--- config.mk ---
export PLATFORM = sky130hd
export DESIGN_NAME = stopwatch_ctrl
export DESIGN_NICKNAME = d
export VERILOG_FILES = /design/src/rtl/stopwatch_ctrl_pkg.sv /design/src/rtl/stopwatch_ctrl_bcd_digit_inc.sv /design/src/rtl/stopwatch_ctrl.sv
export SDC_FILE = /design/constraint.sdc
export NUM_CORES = 1
export LEC_CHECK = 0
export CAP_MARGIN = 20
export CELL_PAD_IN_SITES_DETAIL_PLACEMENT = 0
export CELL_PAD_IN_SITES_GLOBAL_PLACEMENT = 1
export CORE_MARGIN = 3
export CORE_UTILIZATION = 45
export DETAILED_ROUTE_END_ITERATION = 10
export PLACE_DENSITY_LB_ADDON = 0.12
export SLEW_MARGIN = 20
export SYNTH_ARGS = -nofsm -noshare
export SYNTH_HDL_FRONTEND = slang
export SYNTH_HIERARCHICAL = 1
export SYNTH_SLANG_ARGS = --single-unit
--- constraint.sdc ---
create_clock -name clk -period 2.8 [get_ports clk]
set_input_delay 0.56 -clock clk [delete_from_list [all_inputs] [get_ports clk]]
set_output_delay 0.56 -clock clk [all_outputs]
set_load 0.05 [all_outputs]
--- src/rtl/stopwatch_ctrl_pkg.sv ---
// Shared types and constants for the stopwatch controller.
// Latency: n/a (declarations only).
// Backpressure: n/a; the commands are single-cycle pulses with no handshake.
package stopwatch_ctrl_pkg;

    localparam int DIGIT_W = 4;

    typedef enum logic [1:0] {
        IDLE  = 2'd0,
        RUN   = 2'd1,
        PAUSE = 2'd2
    } state_t;

endpackage

--- src/rtl/stopwatch_ctrl_bcd_digit_inc.sv ---
// Single BCD digit incrementer with a configurable wrap value and carry-out.
// Latency: combinational, zero cycles.
// Backpressure: none; enable qualifies the increment and carry chains to the next digit.
module bcd_digit_inc
    import stopwatch_ctrl_pkg::*;
(
    input  logic [DIGIT_W-1:0] value,
    input  logic               enable,
    input  logic [DIGIT_W-1:0] max,
    output logic [DIGIT_W-1:0] next_val,
    output logic               carry
);

    // Carry fires only when this digit is enabled and sits at its last value.
    always_comb begin
        carry    = enable && (value == max);
        next_val = value;
        if (enable) begin
            next_val = carry ? '0 : value + 1'b1;
        end
    end

endmodule

--- src/rtl/stopwatch_ctrl.sv ---
// Two-digit BCD stopwatch: prescaled tick, IDLE/RUN/PAUSE control, optional lap freeze (STOPWATCH_LAP_EN).
// Latency: digits update on the edge after the prescaler terminal cycle; running follows the state on the same edge.
// Backpressure: none; start_stop/clear/lap are sampled every cycle and a held level counts once per cycle.
module stopwatch_ctrl
    import stopwatch_ctrl_pkg::*;
#(
    parameter int TICK_DIV = 100000000,
    parameter int ONES_MAX = 9,
    parameter int TENS_MAX = 5
) (
    input  logic               clk,
    input  logic               rst,
    input  logic               start_stop,
    input  logic               clear,
`ifdef STOPWATCH_LAP_EN
    input  logic               lap,
`endif
    output logic [DIGIT_W-1:0] ones,
    output logic [DIGIT_W-1:0] tens,
    output logic               running,
    output logic               wrap
);

    localparam int PW = $clog2(TICK_DIV);
    localparam logic [PW-1:0] PRESC_LAST = PW'(TICK_DIV - 1);

    state_t               state;
    state_t               state_nxt;
    logic [PW-1:0]        presc;
    logic                 tick;
    logic [DIGIT_W-1:0]   ones_q;
    logic [DIGIT_W-1:0]   tens_q;
    logic [DIGIT_W-1:0]   ones_nxt;
    logic [DIGIT_W-1:0]   tens_nxt;
    logic                 ones_cy;
    logic                 tens_cy;

    // A tick is the terminal prescaler cycle, and only counts while running.
    assign tick = (state == RUN) && (presc == PRESC_LAST);

    // Next-state: clear beats start_stop; start_stop toggles between RUN and PAUSE.
    always_comb begin
        state_nxt = state;
        if (clear) begin
            state_nxt = IDLE;
        end else if (start_stop) begin
            case (state)
                IDLE:    state_nxt = RUN;
                RUN:     state_nxt = PAUSE;
                PAUSE:   state_nxt = RUN;
                default: state_nxt = IDLE;
            endcase
        end
    end

    // State register; running is registered from the next state so both move together.
    always_ff @(posedge clk) begin
        if (rst) begin
            state   <= IDLE;
            running <= 1'b0;
        end else begin
            state   <= state_nxt;
            running <= (state_nxt == RUN);
        end
    end

    // Prescaler advances only in RUN; PAUSE holds it so a resume continues mid-period.
    always_ff @(posedge clk) begin
        if (rst || clear || (state == IDLE)) begin
            presc <= '0;
        end else if (state == RUN) begin
            presc <= tick ? '0 : presc + 1'b1;
        end
    end

    bcd_digit_inc u_ones (
        .value    (ones_q),
        .enable   (tick),
        .max      (DIGIT_W'(ONES_MAX)),
        .next_val (ones_nxt),
        .carry    (ones_cy)
    );

    bcd_digit_inc u_tens (
        .value    (tens_q),
        .enable   (ones_cy),
        .max      (DIGIT_W'(TENS_MAX)),
        .next_val (tens_nxt),
        .carry    (tens_cy)
    );

    // Live count and the one-cycle rollover pulse when the tens digit carries out.
    always_ff @(posedge clk) begin
        if (rst || clear) begin
            ones_q <= '0;
            tens_q <= '0;
            wrap   <= 1'b0;
        end else begin
            ones_q <= ones_nxt;
            tens_q <= tens_nxt;
            wrap   <= tens_cy;
        end
    end

`ifdef STOPWATCH_LAP_EN
    logic               frozen;
    logic [DIGIT_W-1:0] lap_ones;
    logic [DIGIT_W-1:0] lap_tens;

    // Lap toggles the display freeze in RUN; the live count underneath keeps going.
    always_ff @(posedge clk) begin
        if (rst || clear) begin
            frozen   <= 1'b0;
            lap_ones <= '0;
            lap_tens <= '0;
        end else if (lap && (state == RUN)) begin
            frozen <= ~frozen;
            if (!frozen) begin
                lap_ones <= ones_q;
                lap_tens <= tens_q;
            end
        end
    end

    assign ones = frozen ? lap_ones : ones_q;
    assign tens = frozen ? lap_tens : tens_q;
`else
    assign ones = ones_q;
    assign tens = tens_q;
`endif

endmodule

==> tab_implementation.tex, run 1 <==
\begin{tabular}{lr}
\hline
Metric & Value \\
\hline
\multicolumn{2}{l}{\textbf{Status}} \\
Outcome & complete, no violations \\
\multicolumn{2}{l}{\textbf{Synth}} \\
Number of standard cells after synthesis & $\sim$240 \\
Fraction of the yosys area taken by sequential cells & 36.07\% \\
Seq cells post-synth & 39 \\
EDFF count, synth & 0 \\
Count of distinct cell types in the synthesized netlist & 42 \\
Mean instance size in the synthesized netlist & 9.133 um\^{}2 \\
Yosys top cell by area & sky130\_fd\_sc\_hd\_\_dfxtp\_1 \\
Share of the synthesized area in the top cell type & 36.07\% \\
Top cells by area in the synthesized netlist & sky130\_fd\_sc\_hd\_\_dfxtp\_1, sky130\_fd\_sc\_hd\_\_xor2\_1, sky130\_fd\_sc\_hd\_\_nand4\_1, sky130\_fd\_sc\_hd\_\_a211oi\_1, sky130\_fd\_sc\_hd\_\_and2\_1 \\
Combined area of all synthesized cells & 0.002165 mm\^{}2 \\
Proportion of register bits with asynchronous set or reset after synthesis & 0\% \\
Top FF cell, synth & sky130\_fd\_sc\_hd\_\_dfxtp\_1 \\
Yosys warnings & 6 \\
\multicolumn{2}{l}{\textbf{Clocking}} \\
Clock latency on the worst-skew pair & just under 0.3 ns \\
Max H-tree Level & 2 \\
CTS tree & built \\
Clock transition at path regs & 0.07 ns \\
Hold\_buf cts & 0 \\
Number of clock sinks & 39 \\
TritonCTS buffer count & 5 \\
Root cell of the clock tree & sky130\_fd\_sc\_hd\_\_clkbuf\_8 \\
Largest buffer count on any clock path & 2 \\
Cells resized by post-CTS repair & 0 \\
Number of setup buffers added after CTS & 0 \\
\multicolumn{2}{l}{\textbf{STA}} \\
Slew headroom & between 50\% and 60\% \\
Setup\_tns & 0 ns \\
Worst Tran Pin Value & around 0.64 ns \\
Final-report max-slew violation count & 0 \\
Minimum setup slack in the final design & about 0.34 ns \\
Total count of hold-check failures in the final report & 0 \\
Maximum clock skew at final layout & 0.004290 ns \\
Min Hold Slack & 0.4902 ns \\
Timing-limited maximum frequency & 0.4064 GHz \\
Tmin final & 2.460 ns \\
Count of endpoints failing setup in the final report & 0 \\
RSZ-0062 raised after global routing & no \\
Final period utilization & 87.87\% \\
\multicolumn{2}{l}{\textbf{Critical path}} \\
Critical path startpoint category & flip-flop \\
CP Cell Sequence & nor4bb\_1 > nand4\_1 > nor4\_1 > o21a\_1 > and2\_1 > nand4\_1 > xor2\_1 > a21oi\_1 > and2\_1 \\
Worst reg2reg path depth & 9 \\
CP arrival & 2.65 ns \\
Family with the most delay on the worst path & simple AND/OR/NAND/NOR gates \\
Stages on the worst setup path & 9 \\
Largest fanout of any net on the critical path & 8 \\
Number of buffer and inverter stages on the critical path & 0 \\
Cell with the largest stage delay on the worst path & sky130\_fd\_sc\_hd\_\_nor4\_1 \\
Category of the most critical setup path & reg2reg \\
CP peak stage delay & 0.43 ns \\
Required @ worst endpoint & between 2 and 3 ns \\
Setup crit end kind & flip-flop \\
\multicolumn{2}{l}{\textbf{Detailed routing}} \\
Average wire per standard cell & 14.10 um \\
Metal-1 WL & 2234 um \\
WL met2 & about 2000 um \\
Number of antenna-violating nets in the routed design & 0 \\
Detail Route met3 WL & 129 um \\
DRC Markers & 0 \\
Initial DRC count & 74 \\
Via-to-Cell Ratio & 5.675 \\
Highest metal layer used by the detailed router & met4 \\
Router iterations before antenna repair & 4 \\
Total Wirelength & 4427 um \\
Routed via count & 1782 \\
\multicolumn{2}{l}{\textbf{Die}} \\
Vertical die dimension & 75.36 um \\
Starting density of the core & about half \\
I/O pin count & 14 \\
Die Outline Area & between 0.005 and 0.006 mm\^{}2 \\
Rows & 24 \\
Core Footprint & 0.004504 mm\^{}2 \\
Horizontal extent of the die & 75.36 um \\
\multicolumn{2}{l}{\textbf{GRT}} \\
Final global-route overflow total & 0 \\
Vias in the first global route & 1634 \\
Total GRT Usage & approximately 17\% \\
Wire length of the first global-routing pass & 7555 um \\
Maximum number of pins on one net before global-route repair & 18 \\
Antenna violations before repair & 0 \\
\multicolumn{2}{l}{\textbf{Finish}} \\
Most frequent cells in the layout & sky130\_fd\_sc\_hd\_\_dfxtp\_1, sky130\_fd\_sc\_hd\_\_xor2\_1, sky130\_fd\_sc\_hd\_\_nand4\_1 \\
Non-Filler Instances & 314 \\
Most frequent standard cell in the layout excluding fill and tap cells & sky130\_fd\_sc\_hd\_\_dfxtp\_1 \\
Final \#Nets & 268 \\
Proportion of layout cells with a drive suffix above 1 & between 10\% and 20\% \\
\# diodes & 0 \\
Area Overhead vs Synth & 13.01\% \\
\multicolumn{2}{l}{\textbf{Worst hold path}} \\
Worst hold path class & reg2reg \\
Hold Path Depth & 2 \\
\multicolumn{2}{l}{\textbf{Place}} \\
HPWL Detailed & $\sim$3200 um \\
Port Buf Inserts & 13 \\
RePlAce Congestion & 0.7507 \\
Inst Count DP & 306 \\
Minimum setup slack after placement & 0.3528 ns \\
\multicolumn{2}{l}{\textbf{Pwr}} \\
Total design power & 0.9570 mW \\
IR Drop Worst-Case VDD & 239.4 uV \\
Total leakage power & 0.8091 nW \\
Power density normalized to cell area & a little under 400 mW/mm\^{}2 \\
\multicolumn{2}{l}{\textbf{Run}} \\
Max Cap Viol & 0 \\
\hline
\end{tabular}
[cell families after synthesis]
| logic type | after synthesis | synth area share [%] |
|---|---|---|
| AO/OA/AOI/OAI | 47 | 16.76 |
| XOR/XNOR | 20 | 8.093 |
| adder cells (fa/ha/maj) | 3 | 1.734 |
| buffers and inverters | 17 | 5.145 |
| flip-flops | 39 | 36.07 |
| multiplexers | 4 | 1.850 |
| other | 2 | 0.3470 |
| AND/OR/NAND/NOR | 105 | 30.00 |
[final timing paths]
| path | startpoint | end | slack (ns) |
|---|---|---|---|
| max | presc[13]$_SDFFE_PP0N_ | tens[3]$_SDFF_PP0_ | 0.34 |
| min | presc[1]$_SDFFE_PP0N_ | presc[1]$_SDFFE_PP0N_ | 0.49 |
| max reg2reg | presc[13]$_SDFFE_PP0N_ | tens[3]$_SDFF_PP0_ | 0.34 |
| min reg2reg | presc[1]$_SDFFE_PP0N_ | presc[1]$_SDFFE_PP0N_ | 0.49 |
[flip-flops by register name (all words and copies together), names as in the netlist]
register,flops
presc,27
ones,4
tens,4
state,2
running,1
wrap,1
[worst reg2reg max path: cells and delay by family, from the launching register on]
kind	cells	cell delay [ns]
flip-flops	1	0.42
XOR/XNOR	1	0.15
AO/OA/AOI/OAI	2	0.29
AND/OR/NAND/NOR	6	1.50
[layout make-up]
cell class | count | area [um^2]
inverters | 6 | 22.52
multi-input cells | 189 | 1306
clock buffers | 7 | 76.32
clock inverters | 1 | 5.005
repair buffers | 20 | 190.2
well taps | 52 | 65.06
fillers | 443 | 2058
flip-flops and latches | 39 | 780.7
[power breakdown]
group	switching (mW)	internal [mW]	leakage [nW]	total (mW)
logic	0.0219	0.0145	0.453	0.0364
clock network	0.188	0.175	0.0422	0.362
registers	0.00203	0.556	0.314	0.558
total	0.212	0.746	0.809	0.957
[layer usage]
layer | vias to the layer above | track usage [%]
li1 | 929 | -
met4 | 0 | 5.243
met2 | 22 | 26.46
met5 | - | 0
met3 | 4 | 4.354
met1 | 827 | 24.20
[metrics by stage]
step / utilization [%] / area (um^2)
final: 54.31 / 2446
after global routing: 54.31 / 2446
after CTS: 54.31 / 2446
after detailed placement: 52.50 / 2365
after global placement: 52.17 / 2350
after floorplan: - / 2195
[cells in the mapped netlist (all sizes together) (4+ instances only)]
cell type	n
dfxtp	39
o31ai	8
inv	6
a211oi	15
nand3	9
clkbuf	4
or3	8
and4	4
nor3	10
or4	7
mux2i	4
buf	6
and3	5
o21ai	13
a21oi	7
and2	13
nand4	17
nor2	8
xor2	17
nand2	14
Power figures use the tool's default switching activity.
==> inputs of run 2 (changes only) <==
--- a/config.mk
+++ b/config.mk
@@ -5,6 +5,7 @@
 export SDC_FILE = /design/constraint.sdc
 export NUM_CORES = 1
 export LEC_CHECK = 0
+export ABC_AREA = 0
 export CAP_MARGIN = 20
 export CELL_PAD_IN_SITES_DETAIL_PLACEMENT = 0
 export CELL_PAD_IN_SITES_GLOBAL_PLACEMENT = 1
==> results of run 2 <==
No change in the layout: final DEF, timing and power equal those of run 1.
